--- src/rtl/ps2_receptor.sv ---
// rtl/ps2_receptor.sv - PS/2 keyboard frame receiver with make/break tracking
//
// Receives 11-bit PS/2 frames (start, 8 data LSB-first, odd parity, stop)
// and tracks the key currently held.
//   clk          : system clock
//   rst_n        : asynchronous active-low reset
//   ps2c, ps2d   : PS/2 clock and data, asynchronous to clk
//   code_o       : scan code of the held key, 0x00 when none is held
//   scan_valid_o : one-cycle pulse per accepted non-prefix byte
//   break_o      : qualifies scan_valid_o (1 = release, 0 = press)
//   err_o        : one-cycle pulse on a discarded frame or timeout
// Optional feature: define PS2_PARITY_CHECK_EN to reject frames with bad parity.
module ps2_receptor #(
    parameter int FILTER_LEN     = 8,
    parameter int TIMEOUT_CYCLES = 100000
) (
    input  logic       clk,
    input  logic       rst_n,
    input  logic       ps2c,
    input  logic       ps2d,
    output logic [7:0] code_o,
    output logic       scan_valid_o,
    output logic       break_o,
    output logic       err_o
);
    localparam int FW = $clog2(FILTER_LEN + 1);
    localparam int TW = $clog2(TIMEOUT_CYCLES + 1);

    typedef enum logic [1:0] {IDLE, DATA, PARITY, STOP} state_t;

    state_t      r_state;
    state_t      w_next;
    logic        r_c_meta, r_c_sync, r_d_meta, r_d_sync;
    logic        r_filt, r_filt_d;
    logic [FW-1:0] r_fcnt;
    logic [TW-1:0] r_to_cnt;
    logic [2:0]  r_bitcnt;
    logic [7:0]  r_shift;
    logic        r_par;
    logic        r_brk, r_ext;

    logic w_fall, w_timeout, w_par_bad, w_is_f0, w_is_e0;
    logic w_start, w_shift_en, w_par_en, w_stop, w_accept, w_frame_err;

    // Two-flop synchronizers; reset to 1 because the idle bus is high.
    always_ff @(posedge clk or negedge rst_n) begin
        if (!rst_n) begin
            r_c_meta <= 1'b1;
            r_c_sync <= 1'b1;
            r_d_meta <= 1'b1;
            r_d_sync <= 1'b1;
        end else begin
            r_c_meta <= ps2c;
            r_c_sync <= r_c_meta;
            r_d_meta <= ps2d;
            r_d_sync <= r_d_meta;
        end
    end

    // Glitch filter: counts consecutive samples that disagree with the
    // filtered level; any agreeing sample restarts the count.
    always_ff @(posedge clk or negedge rst_n) begin
        if (!rst_n) begin
            r_filt   <= 1'b1;
            r_filt_d <= 1'b1;
            r_fcnt   <= '0;
        end else begin
            r_filt_d <= r_filt;
            if (r_c_sync == r_filt) begin
                r_fcnt <= '0;
            end else if (r_fcnt == FW'(FILTER_LEN - 1)) begin
                r_filt <= r_c_sync;
                r_fcnt <= '0;
            end else begin
                r_fcnt <= r_fcnt + 1'b1;
            end
        end
    end

    assign w_fall    = r_filt_d & ~r_filt;
    assign w_timeout = (r_state != IDLE) && !w_fall &&
                       (r_to_cnt == TW'(TIMEOUT_CYCLES - 1));
    assign w_is_f0   = (r_shift == 8'hF0);
    assign w_is_e0   = (r_shift == 8'hE0);

`ifdef PS2_PARITY_CHECK_EN
    // Odd parity: data plus parity bit must have odd weight.
    assign w_par_bad = ~(^{r_shift, r_par});
`else
    assign w_par_bad = 1'b0;
`endif

    // Inter-edge timeout counter, idle-held at zero.
    always_ff @(posedge clk or negedge rst_n) begin
        if (!rst_n)
            r_to_cnt <= '0;
        else if (r_state == IDLE || w_fall)
            r_to_cnt <= '0;
        else
            r_to_cnt <= r_to_cnt + 1'b1;
    end

    // FSM: state register
    always_ff @(posedge clk or negedge rst_n) begin
        if (!rst_n)
            r_state <= IDLE;
        else
            r_state <= w_next;
    end

    // FSM: next state
    always_comb begin
        w_next = r_state;
        if (w_timeout) begin
            w_next = IDLE;
        end else if (w_fall) begin
            case (r_state)
                IDLE:    w_next = r_d_sync ? IDLE : DATA;
                DATA:    w_next = (r_bitcnt == 3'd7) ? PARITY : DATA;
                PARITY:  w_next = STOP;
                default: w_next = IDLE;
            endcase
        end
    end

    // FSM: decoded actions
    always_comb begin
        w_start     = (r_state == IDLE)   && w_fall && !r_d_sync;
        w_shift_en  = (r_state == DATA)   && w_fall;
        w_par_en    = (r_state == PARITY) && w_fall;
        w_stop      = (r_state == STOP)   && w_fall;
        w_accept    = w_stop && r_d_sync && !w_par_bad;
        w_frame_err = w_timeout || (w_stop && (!r_d_sync || w_par_bad));
    end

    // Frame datapath
    always_ff @(posedge clk or negedge rst_n) begin
        if (!rst_n) begin
            r_bitcnt <= '0;
            r_shift  <= '0;
            r_par    <= 1'b0;
        end else begin
            if (w_timeout) begin
                r_bitcnt <= '0;
                r_shift  <= '0;
            end else if (w_start) begin
                r_bitcnt <= '0;
            end else if (w_shift_en) begin
                r_bitcnt <= r_bitcnt + 1'b1;
                r_shift  <= {r_d_sync, r_shift[7:1]};
            end
            r_par <= w_par_en ? r_d_sync : r_par;
        end
    end

    // Extended-prefix flag: set by E0, cleared by the next real byte.
    always_ff @(posedge clk or negedge rst_n) begin
        if (!rst_n)
            r_ext <= 1'b0;
        else
            r_ext <= w_timeout                 ? 1'b0 :
                     (w_accept && w_is_e0)      ? 1'b1 :
                     (w_accept && !w_is_f0)     ? 1'b0 : r_ext;
    end

    // Event outputs and held-key tracking.
    always_ff @(posedge clk or negedge rst_n) begin
        if (!rst_n) begin
            code_o       <= 8'h00;
            scan_valid_o <= 1'b0;
            break_o      <= 1'b0;
            err_o        <= 1'b0;
            r_brk        <= 1'b0;
        end else begin
            scan_valid_o <= 1'b0;
            err_o        <= w_frame_err;
            if (w_timeout) begin
                r_brk <= 1'b0;
            end else if (w_accept) begin
                if (w_is_f0) begin
                    r_brk <= 1'b1;
                end else if (!w_is_e0) begin
                    scan_valid_o <= 1'b1;
                    break_o      <= r_brk;
                    r_brk        <= 1'b0;
                    if (!r_brk)
                        code_o <= r_shift;
                    else if (r_shift == code_o)
                        code_o <= 8'h00;
                end
            end
        end
    end
endmodule

--- config.mk ---
export PLATFORM = sky130hd
export DESIGN_NAME = ps2_receptor
export DESIGN_NICKNAME = d
export VERILOG_FILES = /design/src/rtl/ps2_receptor.sv
export SDC_FILE = /design/constraint.sdc
export NUM_CORES = 1
export LEC_CHECK = 0
export ABC_CLOCK_PERIOD_IN_PS = 2000
export CORE_ASPECT_RATIO = 0.7
export CORE_UTILIZATION = 46
export DETAILED_ROUTE_END_ITERATION = 8
export SLEW_MARGIN = 10
export SYNTH_ARGS = -nofsm -noshare
export SYNTH_HDL_FRONTEND = slang
export SYNTH_SLANG_ARGS = --single-unit
--- constraint.sdc ---
create_clock -name clk -period 2 [get_ports clk]
set_input_delay 0.2 -clock clk [delete_from_list [all_inputs] [get_ports clk]]
set_output_delay 0.2 -clock clk [all_outputs]
set_load 0.01 [all_outputs]
* After elaboration in Yosys (flattened, before gate mapping)
Index checks and enable logic that the tools add are counted.
** Storage, ports and cells
- Flip-flop bits (word level) :: 52
- Output and inout bits :: 11
- Logic and storage cells :: 85
** Cells by class
- $add $sub $neg :: 3
- Equality and inequality tests :: 13
- Mux-type cells :: 24
- Bitwise gates (word level) :: 6
- Reduce and logical (&&, ||, !) cells :: 23
** Operators by type and width (count)
- $mux W8 :: 5
- $add A17 B1 Y17 const B :: 1
- $eq A17 B17 Y1 const B :: 1
- $mux W17 :: 1
- $eq A8 B8 Y1 const B :: 2
- $mux W1 :: 9
- $mux W3 :: 3
- $eq A8 B8 Y1 :: 1
- $logic_and A1 B1 Y1 :: 8
- $mux W4 :: 2
- $reduce_bool A2 Y1 :: 4
- $mux W2 :: 3
- $pmux W2 S3 :: 1
- $reduce_and A2 Y1 :: 3
- $not A1 Y1 :: 5
- $reduce_and A5 Y1 :: 1
- $add A4 B1 Y4 const B :: 1
- $eq A2 B2 Y1 const B :: 2
- $eq A4 B3 Y1 const B :: 1
- $reduce_and A4 Y1 :: 1
- $add A3 B1 Y3 const B :: 1
- $eq A3 B3 Y1 const B :: 1
- $ne A3 B3 Y1 const B :: 1
- $reduce_bool A3 Y1 :: 1
- 8 further kinds :: 10

* Depth between registers and ports, before layout
Gate-level depths: netlist of run 1.
- Depth after elaboration :: 7
- Gate-level depth with buffers :: 7
- Gate-level depth less buffers :: 5

* Least setup slack after synthesis of run 1
OpenSTA, ideal clock, no wires.
- Path type :: reg-to-reg
- Start :: reg r_to_cnt[0]
- End :: reg r_bitcnt[0]
- Setup time :: 0.131 ns
- Arrival :: 1.540 ns
- Required time :: 1.869 ns
- Path slack :: 0.328 ns
- Stages on the path, launching flop included :: 8
- Path buffers :: 2
- Period minus slack after synthesis :: 1.672 ns
- Cell sequence :: dfrtp_1 > ha_1 > and4_1 > buf_6 > nand2_2 > nor4_4 > buf_6 > o22ai_2
** On the way
- Cells in the longest elaborated chain, start to end :: 3
** RTL lines
- from (decl) :: line 36 : logic [TW-1:0] r_to_cnt;
- from (signal assigned) :: line 100 : r_to_cnt <= r_to_cnt + 1'b1;
- $eq A17 B17 Y1 (*) :: line 82 : (r_to_cnt == TW'(TIMEOUT_CYCLES - 1));
- $logic_and A1 B1 Y1 (*) :: line 81 : assign w_timeout = (r_state != IDLE) && !w_fall &&
- $reduce_bool A3 Y1 (no line) or $mux W3 (tied branches)
- to (signal assigned) :: line 149 : r_bitcnt <= r_bitcnt + 1'b1;
- to (decl) :: line 37 : logic [2:0] r_bitcnt;
Mark *: on every way between the ends. The rest lies on a longest branch, timed or not.
A chain may end at the register's enable or synchronous reset.

* Worst setup path in the final report of run 1
- Start :: reg r_shift[3]
- End :: reg break_o
** On the way
- Cells in the longest elaborated chain, start to end :: 3
** RTL lines
- from (decl) :: line 38 : logic [7:0] r_shift;
- from (signal assigned) :: line 150 : r_shift <= {r_d_sync, r_shift[7:1]};
- $eq A8 B8 Y1, on equally long branches :: line 84, 83
- $not A1 Y1 (no line)
- $reduce_and A4 Y1 (no line) (*)
- to (signal assigned) :: line 184 : break_o <= r_brk;
- to (decl) :: line 23 : output logic break_o,
Marked as above.

==> implementation parameters, run 1 <==
Parameter                              Value

Synth
  Post-synth top area share ... a little under half
  Adder-cell share of the synthesized area ... 2.02%
  Biggest area contributors in the synthesized netlist ... sky130_fd_sc_hd__dfrtp_1 47%, sky130_fd_sc_hd__dfstp_2 6.4%, sky130_fd_sc_hd__nand2_1 5.8%, sky130_fd_sc_hd__xnor2_1 5.3%, sky130_fd_sc_hd__nor2_1 3.6%
  Post-synthesis sequential area ratio ... between 50% and 60%
  Most numerous cell in the Yosys netlist ... sky130_fd_sc_hd__dfrtp_1
  Post-synthesis average cell area ... approximately 11 um2
  Synthesized netlist cell count ... approximately 240
  Post-synthesis instance area ... roughly 2500 um2
  Count of flip-flops with a built-in enable after synthesis ... 0
  Main combinational cell family by area after synthesis ... simple AND/OR/NAND/NOR gates
  Warnings from Yosys ... 0
  Register bit count reported by yosys ... 52
  Cell taking the most area after synthesis ... sky130_fd_sc_hd__dfrtp_1
  Xor and xnor area share after synthesis ... 7.79%
  Proportion of synthesized area in mux cells ... about 1.4%
  Synth Flop Type ... sky130_fd_sc_hd__dfrtp_1
  Post-Syn Nets ... 243
  Share of synthesized flip-flops with an asynchronous set or reset ... 100%
  Commonest cells in the netlist ... 46 x sky130_fd_sc_hd__dfrtp_1, 38 x sky130_fd_sc_hd__nand2_1, 24 x sky130_fd_sc_hd__nor2_1
  Post-synthesis share of cell area spent on and, or, nand and nor gates ... 20.4%
  Share of the synthesized area in compound gates (AO/OA/AOI/OAI) ... between 10% and 20%
  Number of library cell types mapped by synthesis ... between 40 and 50

Floorplanning
  Number of placement rows ... 21
  DIE WIDTH ... between 80 and 90 um
  Starting utilization of the core area ... 49.8%
  Top-level port count ... 15
  Die footprint ... approximately 5700 um2
  Die H ... 63.3 um
  Core area ... 4970 um2

Placement
  Input/output buffers ... 14
  Cells after DPL ... ~320
  Final estimated routing congestion in global placement ... between 0.8 and 0.9
  Half-perimeter wire length of the detailed placement result ... roughly 3300 um

Clock network
  Number of sinks handled by clock tree synthesis ... 52
  Clock tree root driver cell ... sky130_fd_sc_hd__clkbuf_8
  Num CTS Buffers ... 5
  Worst skew pair latency ... around 0.31 ns
  Resize count post-CTS ... 0
  # H-tree levels ... 2
  CTS tree ... done
  Maximum buffer depth of the clock tree ... 2
  Clock slew seen by the registers of the worst setup and hold paths ... ~0.1 ns

Worst setup path
  Slowest cell on the critical path ... sky130_fd_sc_hd__dfrtp_1
  Critical path required time ... ~2.2 ns
  Logic depth of the worst register-to-register path ... 3
  Buffering stage count on the worst path with inverters included ... 0
  Reg2reg start ... r_shift[3]$_DFFE_PN0P_
  Worst setup path category ... register to register
  Kind of cell with the highest combined delay on the critical path ... flip-flops
  Worst Path Max Fanout ... 10
  Peak per-stage delay on the critical path ... around 0.46 ns
  Series of cell instances along the critical path ... nor3b_1 -> a211o_1 -> mux2_1
  Worst setup startpoint ... r_shift[3]$_DFFE_PN0P_
  Critical Path Start Type ... register
  Arrival time worst endpoint ... between 1.5 and 2 ns
  Number of logic stages on the critical path including buffering ... 3
  Critical Path Sink Type ... register

Routing
  DRC violation count after routing ... 0
  Number of routed nets with antenna violations ... 0
  Detail-routed via count per cell ... roughly 5.3
  Detailed Route Iter0 Violations ... roughly 120
  Detailed-route wire length per cell ... approximately 14 um
  Overall routed net length ... 4710 um
  Count of vias placed by the detailed router ... roughly 1700
  Count of TritonRoute iterations in the first routing pass ... 4

Final layout
  Fin nets ... ~270
  Diodes inserted ... 0
  Number of filler cells placed in the layout ... 427
  Relative area change from synthesis to final layout ... 14.4%
  Final Instance Count excl. Fillers ... 330
  Reg area ... between 1000 and 1500 um2
  Area of the multi-input gates ... roughly 1100 um2
  Share of post-route cells with drive strength above 1 ... roughly 16%

Power and ir drop
  Reported net switching power ... a little over 0.0008 W
  Standby leakage power ... between 1 and 1.5 nW
  Fraction of power consumed by sequential logic ... about half
  Switching Share ... roughly a third
  Maximum ir drop on the vdd rail ... 0.580 mV
  Clock network fraction of total power ... ~25%
  Power share of the combinational group ... between 20% and 30%
  Int Pwr ... about 0.0017 W
  Total power density per cell area ... 883 nW/um2

STA
  Sum Neg Setup Slack ... 0 ns
  Final Cycle Share ... 88.7%
  Min Tclk post-route ... 1.77 ns
  Slew Viols, Final ... 0
  Minimum hold slack ... 0.293 ns
  Clock Skews ... 0.00987 ns
  Peak clock frequency supported by timing ... around 0.56 GHz
  Max-slew headroom ... approximately 62%
  Hold Vio Cnt, Final ... 0
  Final setup violating endpoints ... 0
  Setup repair after global routing missed its margin ... false
  Worst-Margin Slew ... 0.564 ns

Global routing
  Number of antenna violations at the first check in global routing ... 0
  Grt total ovfl ... 0
  GR Util All Layers ... approximately a fifth
  Vias in the first global route ... about 1700
  Pin count of the biggest net entering global routing ... 26
  Wire length of the first global-routing pass ... around 8100 um

Worst hold path
  Class of the tightest hold or removal check ... input pin to register
  Worst hold path depth ... 1
  Hold Crit Start ... ps2c

Flow run
  Max_cap viols ... 0

Status
  Outcome ... complete, no violations
## per-layer routing
layer | track usage, % | up-vias | share of wire, %
met5 | 0 | - | 0
met4 | 5.36 | 0 | 0.96
met3 | 4.72 | 5 | 5.0
met2 | 25.0 | 32 | 39
met1 | 30.2 | 834 | 55
li1 | - | 874 | -
## power groups by stage
stage	Clock (W)	Sequential, W	Combinational [W]
global route	0.000699	0.00130	0.000666
floorplan	0	0.00127	0.000401
finish	0.000627	0.00129	0.000586
CTS	0.000649	0.00129	0.000590
global placement	0	0.00130	0.000588
detailed placement	0	0.00131	0.000586
## final timing paths
| path | end | slack (ns) |
|---|---|---|
| min | r_c_meta$_DFF_PN1_ | 0.29 |
| max | break_o$_DFFE_PN0P_ | 0.23 |
| max in group asynchronous | r_d_meta$_DFF_PN1_ | 0.92 |
| min reg2reg | r_d_sync$_DFF_PN1_ | 0.36 |
| min in group asynchronous | break_o$_DFFE_PN0P_ | 0.40 |
| max reg2reg | break_o$_DFFE_PN0P_ | 0.23 |
## flip-flops by register name, indices dropped and copies added, names as in the netlist, 2 cells and up
signal,count
r_to_cnt,17
r_shift,8
code_o,8
r_fcnt,4
r_bitcnt,3
r_state,2
## per-stage QoR
stage                     total power, W  utilization [%]  instance area (um2)  worst slack (ns)
after floorplan                  0.00168                -                 2470             0.328
after global placement           0.00189             54.9                 2730             0.245
after detailed placement         0.00189             54.9                 2730             0.265
after CTS                        0.00252             57.0                 2830             0.219
after global routing             0.00267             57.0                 2830            0.0851
final                            0.00250             57.0                 2830             0.227
## logic make-up after synthesis
group / count (synthesis)
buffers and inverters: 12
xor gates and xnor gates: 22
DFF: 52
and+or+nand+nor: 100
AOI/OAI and AO/OA: 42
adders and majority gates: 4
muxes: 3
## placed cells by master (no fill, tap or decap), drive strengths merged, types with 2 or more instances in the layout
cell           Yosys  layout
xnor2             15      15
o211ai             2       2
a21oi              6       6
clkbuf             2       7
nor2              24      24
nand4              7       7
nand3b             2       2
dfstp              6       6
inv                5       5
a22oi              8       8
nand3              7       7
nor4               3       3
dfrtp             46      46
nor4b              2       2
nand2             39      39
o21ai             20      20
o22ai              2       2
clkdlybuf4s50      0      13
buf                5      11
xor2               7       7
ha                 4       4
and4               3       3
nor3               5       5
mux2               3       3
## worst reg2reg max path, stage by stage (launching register included)
cell	delay [ns]
sky130_fd_sc_hd__dfrtp_1	0.46
sky130_fd_sc_hd__nor3b_1	0.44
sky130_fd_sc_hd__a211o_1	0.41
sky130_fd_sc_hd__mux2_1	0.36
## repair_timing
| item | in CTS | in global routing |
|---|---|---|
| setup buffers | 0 | 0 |
| hold endpoints to repair | 20 | 0 |
| hold buffers | 1 | 0 |
## layout make-up
| class | instances | area share (%) |
|---|---|---|
| Inverter | 5 | 0.663 |
| Clock buffer | 7 | 3.05 |
| Timing Repair Buffer | 25 | 8.23 |
| Tap cell | 69 | 3.05 |
| Multi-Input combinational cell | 171 | 38.5 |
| Clock inverter | 1 | 0.265 |
| Sequential cell | 52 | 46.3 |
No activity file was read; power rests on OpenSTA's default activity.
==> inputs of run 2 (changes only) <==
CORE_UTILIZATION = 49   (was 46)
PLACE_DENSITY = 0.68   (was unset)
==> implementation parameters, run 2 (same netlist as run 1, synthesis figures left out) <==
Parameter                              Value

STA
  Final setup violating endpoints ... 0 (unchanged)
  Clock Skews ... 0.00684 ns (was 0.00987 ns)
  Slew Viols, Final ... 0 (unchanged)
  Min Tclk post-route ... 1.79 ns (was 1.77 ns)
  Hold Vio Cnt, Final ... 0 (unchanged)
  Final Cycle Share ... 89.7% (was 88.7%)
  Slack of the critical path ... 0.206 ns (was 0.227 ns)
  Peak clock frequency supported by timing ... 0.558 GHz (was 0.564 GHz)
  Max-slew headroom ... 61.8% (was 62.4%)
  Setup repair after global routing missed its margin ... false (unchanged)
  Worst-Margin Slew ... 0.573 ns (was 0.564 ns)
  Sum Neg Setup Slack ... 0 ns (unchanged)

Power and ir drop
  Int Pwr ... 0.00170 W (was 0.00169 W)
  Switching Share ... 31.5% (was 32.4%)
  Power share of the combinational group ... 22.2% (was 23.5%)
  Final total power ... 0.00249 W (was 0.00250 W)
  Reported net switching power ... 0.000785 W (was 0.000810 W)
  Total power density per cell area ... 882 nW/um2 (was 883 nW/um2)
  Maximum ir drop on the vdd rail ... 0.715 mV (was 0.580 mV)
  Fraction of power consumed by sequential logic ... 52.4% (was 51.4%)
  Clock network fraction of total power ... 25.4% (was 25.1%)
  Standby leakage power ... 1.17 nW (about the same)

Global routing
  GR Util All Layers ... 19.2% (was 19.0%)
  Grt total ovfl ... 0 (unchanged)
  Wire length of the first global-routing pass ... 7630 um (was 8090 um)
  Pin count of the biggest net entering global routing ... 26 (unchanged)
  Vias in the first global route ... 1564 (was 1672)
  Number of antenna violations at the first check in global routing ... 0 (unchanged)

Worst setup path
  Critical Path Start Type ... register (unchanged)
  Critical Path Sink Type ... register (unchanged)
  Worst setup path category ... register to register (unchanged)
  Series of cell instances along the critical path ... ha_1 -> and4_1 -> nand2_2 -> nor4_4 -> buf_12 -> o21ai_0 (was nor3b_1 -> a211o_1 -> mux2_1)
  Number of logic stages on the critical path including buffering ... 6 (was 3)
  Critical path required time ... 2.18 ns (was 2.20 ns)
  Buffering stage count on the worst path with inverters included ... 1 (was 0)
  Logic depth of the worst register-to-register path ... 6 (was 3)
  Arrival time worst endpoint ... 1.98 ns (was 1.97 ns)
  Slowest cell on the critical path ... sky130_fd_sc_hd__dfrtp_1 (unchanged)
  Kind of cell with the highest combined delay on the critical path ... simple AND/OR/NAND/NOR gates (was flip-flops)
  Worst Path Max Fanout ... 15 (was 10)
  Peak per-stage delay on the critical path ... 0.40 ns (was 0.46 ns)

Final layout
  Final core utilization ... 58.7% (was 57.0%)
  Relative area change from synthesis to final layout ... 14.2% (was 14.4%)
  Max reg flops ... 17 (unchanged)
  Final Instance Count excl. Fillers ... 328 (was 330)
  Registers with the most flip-flops ... r_to_cnt x17, code_o x8, r_shift x8 (unchanged)
  Most common cell after layout, fill and taps aside ... sky130_fd_sc_hd__dfrtp_1 (unchanged)
  Commonest non-fill, non-tap cells in the layout ... 46 x sky130_fd_sc_hd__dfrtp_1, 38 x sky130_fd_sc_hd__nand2_1, 24 x sky130_fd_sc_hd__nor2_1, 15 x sky130_fd_sc_hd__xnor2_1, 14 x sky130_fd_sc_hd__o21ai_0 (unchanged)
  Fin nets ... 267 (was 268)
  Number of filler cells placed in the layout ... 418 (was 427)
  Diodes inserted ... 0 (unchanged)
  Register name with the most flops ... r_to_cnt (unchanged)
  Share of post-route cells with drive strength above 1 ... 15.8% (was 16.1%)

Flow run
  Max_cap viols ... 0 (unchanged)

Placement
  Final estimated routing congestion in global placement ... 0.764 (was 0.806)
  Cells after DPL ... 320 (was 321)
  Pre-CTS worst setup slack ... 0.214 ns (was 0.265 ns)
  Input/output buffers ... 14 (unchanged)
  Half-perimeter wire length of the detailed placement result ... 3150 um (was 3340 um)

Routing
  DRC violation count after routing ... 0 (unchanged)
  Overall routed net length ... 4490 um (was 4710 um)
  Detailed Route Iter0 Violations ... 56 (was 122)
  Count of vias placed by the detailed router ... 1714 (was 1745)
  Number of routed nets with antenna violations ... 0 (unchanged)
  Count of TritonRoute iterations in the first routing pass ... 4 (unchanged)
  Detailed-route wire length per cell ... 13.7 um (was 14.3 um)
  Detail-routed via count per cell ... 5.23 (was 5.29)

Clock network
  Maximum buffer depth of the clock tree ... 2 (unchanged)
  Number of setup buffers added after CTS ... 0 (unchanged)
  Num CTS Buffers ... 5 (unchanged)
  CTS tree ... done (unchanged)
  Clock slew seen by the registers of the worst setup and hold paths ... 0.09 ns (was 0.10 ns)
  Worst skew pair latency ... 0.30 ns (was 0.31 ns)
  # H-tree levels ... 2 (unchanged)
  Clock tree root driver cell ... sky130_fd_sc_hd__clkbuf_8 (unchanged)
  Number of sinks handled by clock tree synthesis ... 52 (unchanged)

Worst hold path
  Class of the tightest hold or removal check ... input pin to register (unchanged)
  Worst hold path depth ... 1 (unchanged)

Floorplanning
  Die footprint ... 5340 um2 (was 5680 um2)
  Die H ... 61.4 um (was 63.3 um)
  Top-level port count ... 15 (unchanged)
  DIE WIDTH ... 86.9 um (was 89.6 um)
  Number of placement rows ... 21 (unchanged)
  Starting utilization of the core area ... 51.4% (was 49.8%)
  Core area ... 4810 um2 (was 4970 um2)

Status
  Outcome ... complete, no violations (unchanged)
run 2: changes by cell type in the layout (fill, tap and decap cells not counted), sizes merged:
cell,change
clkinvlp,-1
buf,-1
run 2: repair_timing:
action                                 CTS  global route
gates resized for setup                  0             0
endpoints found under the hold margin   21             0
hold buffers                             1             0
run 2: final timing paths:
path | slack (ns) | endpoint | startpoint
min in group asynchronous | 0.43 | r_brk$_DFFE_PN0P_ | rst_n
hold reg to reg | 0.36 | r_d_sync$_DFF_PN1_ | r_d_meta$_DFF_PN1_
setup / recovery | 0.21 | r_shift[0]$_DFFE_PN0P_ | r_to_cnt[0]$_DFF_PN0_
hold / removal | 0.30 | r_c_meta$_DFF_PN1_ | ps2c
setup reg to reg | 0.21 | r_shift[0]$_DFFE_PN0P_ | r_to_cnt[0]$_DFF_PN0_
max in group asynchronous | 0.88 | r_filt$_DFFE_PN1P_ | rst_n
run 2: through the flow:
step | cell area (um2) | hold WS [ns]
final | 2820 | 0.304
after global routing | 2820 | 0.295
after CTS | 2820 | 0.288
after detailed placement | 2720 | 0.233
after global placement | 2720 | 0.230
after floorplan | 2470 | -0.0956
run 2: power groups by stage:
stage                     combinational, W  sequential (W)  clock, W
after floorplan                   0.000401         0.00127         0
after detailed placement          0.000553         0.00132         0
after global routing              0.000629         0.00132  0.000695
after global placement            0.000548         0.00132         0
final                             0.000553         0.00130  0.000633
after CTS                         0.000558         0.00130  0.000664
run 2: cell type report:
class	count	area (um2)	area share, %
timing repair buffer	24	225	7.98
tap	69	86.3	3.06
sequential	52	1310	46.3
multi-input combinational	171	1090	38.5
inverter	5	18.8	0.665
clock buffer	7	96.3	3.41
run 2: per-layer routing:
metal / vias up / routed length (um) / global-route usage [%]
met2: 34 / 1720 / 26.5
li1: 868 / - / -
met3: 2 / 187 / 4.42
met4: 0 / 21 / 4.29
met1: 810 / 2570 / 30.2
met5: - / 0 / 0
==> inputs of run 3 (changes only) <==
CAP_MARGIN = 20   (was unset)
PLACE_DENSITY = unset   (was 0.68)
PLACE_DENSITY_LB_ADDON = 0.08   (was unset)
==> implementation parameters, run 3 (same netlist as run 1, synthesis figures left out) <==
Parameter                              Value

Final layout
  Register name with the most flops ... r_to_cnt (unchanged)
  Final core utilization ... 57.9% (was 58.7%)
  Registers with the most flip-flops ... r_to_cnt x17, code_o x8, r_shift x8 (unchanged)
  Share of post-route cells with drive strength above 1 ... 14.7% (was 15.8%)
  Relative area change from synthesis to final layout ... 12.7% (was 14.2%)
  Most common cell after layout, fill and taps aside ... sky130_fd_sc_hd__dfrtp_1 (unchanged)
  Commonest non-fill, non-tap cells in the layout ... 46 x sky130_fd_sc_hd__dfrtp_1, 38 x sky130_fd_sc_hd__nand2_1, 24 x sky130_fd_sc_hd__nor2_1, 15 x sky130_fd_sc_hd__xnor2_1, 14 x sky130_fd_sc_hd__o21ai_0 (unchanged)
  Final instance area ... 2790 um2 (was 2820 um2)
  Area of the multi-input gates ... 1090 um2 (unchanged)
  Fin nets ... 265 (was 267)
  Reg area ... 1310 um2 (unchanged)
  Number of filler cells placed in the layout ... 412 (was 418)
  Diodes inserted ... 0 (unchanged)
  Max reg flops ... 17 (unchanged)

Routing
  Detailed-route wire length per cell ... 13.8 um (was 13.7 um)
  Count of TritonRoute iterations in the first routing pass ... 4 (unchanged)
  Overall routed net length ... 4510 um (was 4490 um)
  Number of routed nets with antenna violations ... 0 (unchanged)
  Detailed Route Iter0 Violations ... 128 (was 56)
  Detail-routed via count per cell ... 5.25 (was 5.23)
  Count of vias placed by the detailed router ... 1718 (was 1714)
  DRC violation count after routing ... 0 (unchanged)

Power and ir drop
  Maximum ir drop on the vdd rail ... 0.517 mV (was 0.715 mV)
  Switching Share ... 32.5% (was 31.5%)
  Fraction of power consumed by sequential logic ... 53.6% (was 52.4%)
  Int Pwr ... 0.00163 W (was 0.00170 W)
  Reported net switching power ... 0.000783 W (was 0.000785 W)
  Power share of the combinational group ... 22.1% (was 22.2%)
  Total power density per cell area ... 866 nW/um2 (was 882 nW/um2)
  Clock network fraction of total power ... 24.2% (was 25.4%)
  Final total power ... 0.00241 W (was 0.00249 W)
  Standby leakage power ... 1.15 nW (was 1.17 nW)

Clock network
  Clock slew seen by the registers of the worst setup and hold paths ... 0.09 ns (about the same)
  Num CTS Buffers ... 5 (unchanged)
  Worst skew pair latency ... 0.30 ns (about the same)
  Number of sinks handled by clock tree synthesis ... 52 (unchanged)
  # H-tree levels ... 2 (unchanged)
  Number of setup buffers added after CTS ... 0 (unchanged)
  Hold_buf cts ... 1 (unchanged)
  Clock tree root driver cell ... sky130_fd_sc_hd__clkbuf_8 (unchanged)
  Resize count post-CTS ... 0 (unchanged)
  CTS tree ... done (unchanged)
  Maximum buffer depth of the clock tree ... 2 (unchanged)

Global routing
  Pin count of the biggest net entering global routing ... 27 (was 26)
  Wire length of the first global-routing pass ... 7640 um (was 7630 um)
  Vias in the first global route ... 1517 (was 1564)
  Number of antenna violations at the first check in global routing ... 0 (unchanged)
  GR Util All Layers ... 19.2% (about the same)
  Grt total ovfl ... 0 (unchanged)

Floorplanning
  Die H ... 61.4 um (unchanged)
  Die footprint ... 5340 um2 (unchanged)
  Core area ... 4810 um2 (unchanged)
  Starting utilization of the core area ... 51.4% (unchanged)
  DIE WIDTH ... 86.9 um (unchanged)
  Top-level port count ... 15 (unchanged)
  Number of placement rows ... 21 (unchanged)

Worst setup path
  Slowest cell on the critical path ... sky130_fd_sc_hd__dfstp_2 (was sky130_fd_sc_hd__dfrtp_1)
  Buffering stage count on the worst path with inverters included ... 0 (was 1)
  Critical Path Start Type ... register (unchanged)
  Peak per-stage delay on the critical path ... 0.54 ns (was 0.40 ns)
  Worst setup path category ... register to register (unchanged)
  Kind of cell with the highest combined delay on the critical path ... compound AO/OA/AOI/OAI gates (was simple AND/OR/NAND/NOR gates)
  Worst Path Max Fanout ... 10 (was 15)
  Arrival time worst endpoint ... 1.96 ns (was 1.98 ns)
  Series of cell instances along the critical path ... nand3b_1 -> a211o_1 -> a22oi_1 -> o21ai_0 (was ha_1 -> and4_1 -> nand2_2 -> nor4_4 -> buf_12 -> o21ai_0)
  Critical path required time ... 2.16 ns (was 2.18 ns)
  Critical Path Sink Type ... register (unchanged)

STA
  Sum Neg Setup Slack ... 0 ns (unchanged)
  Setup repair after global routing missed its margin ... false (unchanged)
  Hold Vio Cnt, Final ... 0 (unchanged)
  Final Cycle Share ... 89.7% (about the same)
  Max-slew headroom ... 61.9% (was 61.8%)
  Min Tclk post-route ... 1.79 ns (about the same)
  Peak clock frequency supported by timing ... 0.558 GHz (about the same)
  Worst-Margin Slew ... 0.572 ns (was 0.573 ns)
  Clock Skews ... 0.00958 ns (was 0.00684 ns)
  Slack of the critical path ... 0.206 ns (about the same)
  Slew Viols, Final ... 0 (unchanged)
  Final setup violating endpoints ... 0 (unchanged)

Placement
  Total placed instance area ... 2690 um2 (was 2720 um2)
  Pre-CTS worst setup slack ... 0.260 ns (was 0.214 ns)
  Final estimated routing congestion in global placement ... 0.744 (was 0.764)
  Half-perimeter wire length of the detailed placement result ... 3220 um (was 3150 um)
  Input/output buffers ... 14 (unchanged)

Status
  Outcome ... complete, no violations (unchanged)

Worst hold path
  Class of the tightest hold or removal check ... input pin to register (unchanged)

Flow run
  Max_cap viols ... 0 (unchanged)
-- run 3: changes by cell type in the layout (fill, tap and decap cells not counted), sizes merged --
cell	previous run	this run
buf	10	8
clkinv	0	1
-- run 3: area by class of cell --
type,instances,share of cell area (%)
sequential,52,47.0
multi-input combinational,171,39.1
timing repair buffer,22,7.10
tap,69,3.10
clock buffer,7,2.74
inverter,5,0.674
clock inverter,1,0.314
-- run 3: layer usage --
layer  vias to the layer above  share of wire, %  global-route usage, %
met2                        25                39                   25.0
li1                        867                 -                      -
met5                         -                 0                      0
met1                       823                57                   31.0
met4                         0              0.55                   3.57
met3                         3               3.7                   5.63
-- run 3: power by group through the flow --
| stage | sequential [W] | clock [W] | combinational, W |
|---|---|---|---|
| floorplan | 0.00127 | 0 | 0.000401 |
| global placement | 0.00131 | 0 | 0.000537 |
| detailed placement | 0.00131 | 0 | 0.000536 |
| CTS | 0.00129 | 0.000608 | 0.000540 |
| global route | 0.00131 | 0.000657 | 0.000612 |
| finish | 0.00129 | 0.000585 | 0.000534 |
-- run 3: path summary, 6_finish.rpt --
check / from / endpoint / slack [ns] / depth (start not counted)
max: r_filt_d$_DFF_PN1_ / code_o[0]$_DFFE_PN0P_ / 0.21 / 4
min: ps2d / r_d_meta$_DFF_PN1_ / 0.30 / 1
max reg2reg: r_filt_d$_DFF_PN1_ / code_o[0]$_DFFE_PN0P_ / 0.21 / 4
min reg2reg: r_d_meta$_DFF_PN1_ / r_d_sync$_DFF_PN1_ / 0.36 / 0
max in group asynchronous: rst_n / r_filt$_DFFE_PN1P_ / 0.90 / 3
min in group asynchronous: rst_n / r_to_cnt[10]$_DFF_PN0_ / 0.42 / 2
-- run 3: metrics by stage --
stage / std cells / hold slack, ns
floorplan: 235 / -0.0956
global placement: 318 / 0.234
detailed placement: 318 / 0.235
CTS: 327 / 0.288
global route: 327 / 0.277
finish: 327 / 0.297
-- run 3: worst register-to-register path, cell delays in order (launching register included) --
cell	delay, ns
sky130_fd_sc_hd__dfstp_2	0.54
sky130_fd_sc_hd__nand3b_1	0.25
sky130_fd_sc_hd__a211o_1	0.51
sky130_fd_sc_hd__a22oi_1	0.25
sky130_fd_sc_hd__o21ai_0	0.11
